--- config.mk ---
export PLATFORM = sky130hd
export DESIGN_NAME = syscall_input_unit
export DESIGN_NICKNAME = d
export VERILOG_FILES = /design/src/rtl/syscall_input_unit.sv
export SDC_FILE = /design/constraint.sdc
export NUM_CORES = 1
export LEC_CHECK = 0
export ABC_AREA = 1
export BUFFER_PORTS_ARGS = -buffer_cell sky130_fd_sc_hd__buf_4
export CAP_MARGIN = 20
export CORE_MARGIN = 2
export CORE_UTILIZATION = 48
export CTS_BUF_LIST = sky130_fd_sc_hd__clkbuf_8
export CTS_CLUSTER_SIZE = 16
export DETAILED_ROUTE_END_ITERATION = 16
export PLACE_DENSITY = 0.8
export SLEW_MARGIN = 20
export SYNTH_ARGS = -nofsm -noshare
export SYNTH_HDL_FRONTEND = slang
export SYNTH_SLANG_ARGS = --single-unit
--- constraint.sdc ---
create_clock -name clk -period 1.59 [get_ports clk]
set_clock_uncertainty 0.15 [all_clocks]
set_input_delay 0.0795 -clock clk [delete_from_list [all_inputs] [get_ports clk]]
set_output_delay 0.0795 -clock clk [all_outputs]
set_load 0.01 [all_outputs]
--- src/rtl/syscall_input_unit.sv ---
// Input-direction syscall responder: read_string (code 8) into byte-enabled memory,
// and read_int (code 5) decimal parsing when SYSCALL_READ_INT_EN is defined.
module syscall_input_unit #(
    parameter logic [31:0] HEAP_BASE = 32'h1000_0000
) (
    input  logic        clk,
    input  logic        reset,
    input  logic        sys_req,
    input  logic [31:0] sys_code,
    input  logic [31:0] sys_a0,
    input  logic [31:0] sys_a1,
    output logic        stall,
    output logic        sys_done,
    output logic        rd_valid,
    output logic [31:0] rd_data,
    input  logic        in_valid,
    input  logic [7:0]  in_data,
    output logic        in_ready,
    output logic        mem_we,
    output logic [3:0]  mem_be,
    output logic [31:0] mem_addr,
    output logic [31:0] mem_din,
    output logic        err
);

    typedef enum logic [2:0] {S_IDLE, S_STR, S_TERM, S_INT, S_DONE} state_t;

    // Address decode lives in the top level; the base only has to be word aligned.
    if (HEAP_BASE[1:0] != 2'b00) begin : g_bad_base
        $error("HEAP_BASE must be word aligned");
    end

    state_t      state, state_nxt;
    logic [31:0] ptr, rem;
    logic        code_str, code_int, start;

    assign code_str = (sys_code == 32'd8);
`ifdef SYSCALL_READ_INT_EN
    assign code_int = (sys_code == 32'd5);
`else
    assign code_int = 1'b0;
`endif
    assign start = sys_req && (code_str || code_int);

    always_ff @(posedge clk) begin
        if (!reset) state <= S_IDLE;
        else        state <= state_nxt;
    end

    always_comb begin
        state_nxt = state;
        case (state)
            S_IDLE: begin
                if (sys_req && code_str) begin
                    if (sys_a1 == 32'd0)      state_nxt = S_DONE;
                    else if (sys_a1 == 32'd1) state_nxt = S_TERM;
                    else                      state_nxt = S_STR;
                end else if (sys_req && code_int) begin
                    state_nxt = S_INT;
                end
            end
            S_STR: begin
                // rem==2 here means this store leaves room only for the NUL
                if (in_valid && (in_data == 8'h00 || in_data == 8'h0A || rem == 32'd2))
                    state_nxt = S_TERM;
            end
            S_TERM: state_nxt = S_DONE;
            S_INT: begin
                if (in_valid && (in_data == 8'h00 || in_data == 8'h0A))
                    state_nxt = S_DONE;
            end
            S_DONE:  state_nxt = S_IDLE;
            default: state_nxt = S_IDLE;
        endcase
    end

    // String pointer / remaining-length bookkeeping
    always_ff @(posedge clk) begin
        if (!reset) begin
            ptr <= 32'd0;
            rem <= 32'd0;
        end else begin
            case (state)
                S_IDLE: begin
                    if (sys_req && code_str) begin
                        ptr <= sys_a0;
                        rem <= sys_a1;
                    end
                end
                S_STR: begin
                    if (in_valid && in_data != 8'h00) begin
                        ptr <= ptr + 32'd1;
                        rem <= rem - 32'd1;
                    end
                end
                default: ;
            endcase
        end
    end

`ifdef SYSCALL_READ_INT_EN
    logic [31:0] acc;
    logic        neg, is_int, seen_digit, seen_sign, err_q;

    always_ff @(posedge clk) begin
        if (!reset) begin
            acc        <= 32'd0;
            neg        <= 1'b0;
            is_int     <= 1'b0;
            seen_digit <= 1'b0;
            seen_sign  <= 1'b0;
            err_q      <= 1'b0;
        end else begin
            case (state)
                S_IDLE: begin
                    if (start) begin
                        acc        <= 32'd0;
                        neg        <= 1'b0;
                        is_int     <= code_int;
                        seen_digit <= 1'b0;
                        seen_sign  <= 1'b0;
                        err_q      <= 1'b0;
                    end
                end
                S_INT: begin
                    if (in_valid) begin
                        if (in_data == 8'h0A || in_data == 8'h00) begin
                            // terminator: state machine moves to DONE
                        end else if (in_data >= 8'h30 && in_data <= 8'h39) begin
                            acc        <= acc * 32'd10 + {28'd0, in_data[3:0]};
                            seen_digit <= 1'b1;
                        end else if (in_data == 8'h20 && !seen_digit && !seen_sign) begin
                            // leading blank
                        end else if (in_data == 8'h2D && !seen_digit) begin
                            neg       <= 1'b1;
                            seen_sign <= 1'b1;
                        end else begin
                            err_q <= 1'b1;
                        end
                    end
                end
                default: ;
            endcase
        end
    end

    assign err = err_q;
`else
    assign err = 1'b0;
`endif

    // Outputs are forced low while reset is asserted so nothing leaks during the reset cycle.
    always_comb begin
        stall    = 1'b0;
        in_ready = 1'b0;
        sys_done = 1'b0;
        rd_valid = 1'b0;
        rd_data  = 32'd0;
        mem_we   = 1'b0;
        mem_be   = 4'b0000;
        mem_addr = 32'd0;
        mem_din  = 32'd0;
        if (reset) begin
            case (state)
                S_IDLE: stall = start;
                S_STR: begin
                    stall    = 1'b1;
                    in_ready = 1'b1;
                    if (in_valid && in_data != 8'h00) begin
                        mem_we   = 1'b1;
                        mem_be   = 4'b1000 >> ptr[1:0];
                        mem_addr = {ptr[31:2], 2'b00};
                        mem_din  = {4{in_data}};
                    end
                end
                S_TERM: begin
                    stall    = 1'b1;
                    mem_we   = 1'b1;
                    mem_be   = 4'b1000 >> ptr[1:0];
                    mem_addr = {ptr[31:2], 2'b00};
                end
                S_INT: begin
                    stall    = 1'b1;
                    in_ready = 1'b1;
                end
                S_DONE: begin
                    sys_done = 1'b1;
`ifdef SYSCALL_READ_INT_EN
                    rd_valid = is_int;
                    if (is_int) rd_data = neg ? (~acc + 32'd1) : acc;
`endif
                end
                default: ;
            endcase
        end
    end

endmodule

==> impl_results.md, run 1 <==
- Row cnt: 41
- Netlist Area Pre-Place: 6210 sq um
- Chip Height: 118 microns
- Syn Area/Cell: 5.52 sq um
- I/O Buffers: 177
- Placed Area: 8750 sq um
- Async SR Flop Fraction: 0
- Largest net degree at the start of global routing: 52
- Ys flop type: dfxtp_1
- Synth Instances: 1126
- Chip Width: 118 microns
- Stopped at: 5_1_grt
- Leading area contributor after synthesis: dfxtp_1
- Count leader, synth: nand2_1
- Total track usage: 0.653
- HPWL Detailed: 16.1 mm
- Cts bufs inserted: 9
- Seq/Total Area, Yosys: 0.216
- #FFs+latches synth: 67
- Grt total ovfl: 5
- Clk root buf: clkbuf_8
- Clock tree buffer depth: 2
- Stop Error: [ERROR GRT-0232] Routing congestion too high. Check the congestion heatmap in the GUI.
- Post-synth top cells: nand2_1, nor2_1, inv_1
- GR repair worst EP: mem_addr[3]
- Status: stopped before the end
- Placer Congestion: 0.986
- Sink Count: 67
- Area fraction of the dominant cell type after synthesis: 0.216
- Dpl cells: 1568
- Area contributors post-synth: dfxtp_1, nand2_1, nor2_1, buf_4, inv_1
- Initial core utilization: 0.492
- H-Tree Depth: 3
- Library cells used by synthesis: 41
- Worst EP Category: top-level output
- Yosys warns: 0
- Post-synth EDFFs: 0
- IO Pins: 214
[metrics by stage]
stage,TNS [ns],hold slack [ns],setup WS (ns)
after CTS,-46.83,0.00191,-0.426
after detailed placement,-13.97,0.276,-0.216
after floorplan,-2.26,0.125,-0.0779
after global placement,-8.53,0.267,-0.149
[logic make-up after synthesis]
logic type / count (synthesis) / synth area share
AO/OA/AOI/OAI: 119 / 0.101
other: 1 / 0.000604
XOR/XNOR: 12 / 0.0169
buffers and inverters: 217 / 0.179
flip-flops: 67 / 0.216
adder cells (fa/ha/maj): 6 / 0.0121
AND/OR/NAND/NOR: 704 / 0.475
[routing by layer]
| metal | GRT overflow | global-route usage |
|---|---|---|
| met1 | 0 | 0.614 |
| met2 | 1 | 0.878 |
| met3 | 0 | 0.478 |
| met4 | 4 | 0.673 |
| met5 | 0 | 0.0956 |
[repair_timing]
item | in CTS
endpoints found under the setup margin | 135
gates cloned | 14
setup buffers | 19
hold endpoints to repair | 55
hold buffers | 55
pin swaps | 18
gates resized for setup | 115
==> run 2, diff against run 1 <==
- CORE_UTILIZATION: 48 -> 40
- CTS_BUF_LIST: sky130_fd_sc_hd__clkbuf_8 -> unset
- CTS_CLUSTER_SIZE: 16 -> unset
- PLACE_DENSITY: 0.8 -> unset
- PLACE_DENSITY_LB_ADDON: unset -> 0.15
- clock period: 1.59 -> 2.1 ns (I/O delays scaled with it)
==> impl_results.md, run 2 <==
- Fmax: 0.484 GHz
- Most frequent cells in the layout: nand2_1, buf_4, nor2_1, inv_1, nand3_1
- Complex-gate fraction of the synthesized area: 0.101
- Post-synth top cells: nand2_1, nor2_1, inv_1
- Max Cap Viol: 0
- Yosys warns: 0
- HPWL Detailed: 14.8 mm
- Placer Congestion: 0.947
- Final hold vios: 0
- Via count: 7279
- Hold WC Path Type: primary input to flip-flop
- CP startpoint kind: flip-flop
- Vias in the first global route: 6655
- Hold Path End: ptr[2]
- RSZ-0062 raised after global routing: true
- Chip Height: 129 microns
- Fin nets: 1425
- IO Pins: 214
- Biggest regs: ptr (32), rem (32), state (3)
- Clk root buf: clkbuf_16
- Library cells used by synthesis: 41
- Syn Area/Cell: 5.52 sq um
- Seq/Total Area, Yosys: 0.216
- Crit path kind: flip-flop to primary output
- Grt total ovfl: 0
- Reg2Reg Capture Point: rem[1]
- Mux cell area share after synthesis: 0
- Area growth from synthesis to layout: 34.0%
- Layout cells sized above 1: 0.229
- Aggregate routed wire length: 20.4 mm
- Clock slew at reported path FFs: 0.06 ns
- Area contributors post-synth: dfxtp_1, nand2_1, nor2_1, buf_4, inv_1
- H-Tree Depth: 3
- Status: finished, final reports clean
- Simple-gate share of the synthesized area: 0.475
- Synth Area in Adders: 0.0121
- VDD IR max: 704 uV
- Number of antenna diodes: 0
- Routed len/inst: 13.6 microns
- Filler cell count: 1600
- R2R cell count: 10
- Setup Viol. Count Final: 0
- Total power draw: 10.2 mW
- Netlist Area Pre-Place: 6210 sq um
- Hold Crit Start: sys_a0[2]
- Clock tree buffer depth: 2
- Cts bufs inserted: 9
- Fin crit share: 0.984
- Largest net degree at the start of global routing: 62
- Worst skew pair latency: 0.34 ns
- Total track usage: 0.241
- Initial DRC count: 468
- Post-synth EDFFs: 0
- Ys flop type: dfxtp_1
- Worst EP arrival: 1.81 ns
- First-pass GRT wire length: 32.0 mm
- Count leader, synth: nand2_1
- CTS tree: built
- Synth Instances: 1126
- CP Data Required Time: 1.85 ns
- Leak Pwr: 3.82 nW
- Initial core utilization: 0.409
- Die area: 16500 sq um
- Initial antenna violation count: 0
- Tmin final: 2.07 ns
- Core region area: 15200 sq um
- Routed Antenna Nets: 0
- Vias/cell: 4.84
- Worst r2r src: state[2]
- Setup_tns: 0 ns
- Xor/xnor share of the synthesized area: 0.0169
- Largest family of logic cells by synthesized area: simple AND/OR/NAND/NOR gates
- Hold Path Depth: 5
- R2r setup slk: 0.16 ns
- Crit-path max FO: 17
- #FFs+latches synth: 67
- Final Non-Filler Cells: 1504
- Area fraction of the dominant cell type after synthesis: 0.216
- Sink Count: 67
- I/O Buffers: 177
- Fin. max-slew vios: 0
- Async SR Flop Fraction: 0
- Router iterations before antenna repair: 5
- Commonest non-fill, non-tap cell in the layout: nand2_1
- Row cnt: 45
- Leading area contributor after synthesis: dfxtp_1
- Crit. End Element: primary output
- Power Density: 1220 nW/um^2
- Chip Width: 129 microns
- DRC viols: 0
- Dpl cells: 1446
==> run 2: what timing repair did <==
item / 4_1_cts / 5_1_grt
hold buffers: 34 / 0
gates resized for setup: 5 / 55
cloned: 0 / 2
hold endpoints to repair: 34 / 0
pin swaps: 1 / 4
endpoints found under the setup margin: 42 / 63
buffers inserted: 1 / 5
==> run 2: through the flow <==
stage	utilization	worst slack (ns)	cell area [sq um]	hold WS, ns
after detailed placement	0.490	0.123	7450	0.293
final	0.547	0.0326	8320	0.00373
after floorplan	-	0.398	6340	0.176
after global routing	0.547	-0.0619	8320	0.0315
after global placement	0.490	0.173	7450	0.284
after CTS	0.532	-0.00451	8090	0.00115
==> run 2: cell type report <==
cell class	instances	area (sq um)	share of cell area
Clock buffer	14	264	0.0317
Inverter	117	457	0.0549
Clock inverter	2	10.0	0.00120
Tap cell	188	235	0.0283
Multi-Input combinational cell	878	4050	0.486
Timing Repair Buffer	237	1950	0.234
Timing Repair inverter	1	16.3	0.00195
Sequential cell	67	1340	0.161
==> run 2: worst max-delay path by stage <==
stage | start | end | slack [ns] | cells after the start
floorplan | state[0] | mem_addr[10] | 0.40 | 9
CTS | state[0] | mem_addr[24] | -0.005 | 9
global placement | rem[0] | rem[24] | 0.17 | 11
global route | state[0] | mem_addr[18] | -0.06 | 10
detailed placement | state[2] | rem[1] | 0.12 | 9
finish | state[0] | mem_addr[5] | 0.03 | 10
==> run 2: cells by family (layout without fill, tap and decap cells) <==
logic type | after synthesis | count (layout)
flip-flops | 67 | 67
AND/OR/NAND/NOR | 704 | 705
adder cells (fa/ha/maj) | 6 | 6
AO/OA/AOI/OAI | 119 | 119
XOR/XNOR | 12 | 12
other | 1 | 36
buffers and inverters | 217 | 371
==> run 2: routing by layer <==
metal / part of all wire / GRT usage
met2: 0.49 / 0.427
met1: 0.44 / 0.296
met4: 0.017 / 0.0742
met3: 0.048 / 0.0474
met5: 0 / 0
==> run 2: report_power, final <==
group | total, mW | internal (mW) | switching (mW)
Combinational | 6.45 | 2.37 | 4.08
Sequential | 2.29 | 1.75 | 0.541
Clock | 1.43 | 0.861 | 0.566
Total | 10.2 | 4.99 | 5.19
==> run 2: critical path, cell delays in order, from the launching register on <==
cell	delay [ns]
dfxtp_2	0.33
inv_2	0.05
nor2_4	0.11
inv_2	0.06
nor2_4	0.14
nand3_4	0.13
a21oi_4	0.19
buf_12	0.17
inv_12	0.07
nor2_2	0.09
buf_4	0.12
Power figures use the tool's default switching activity.
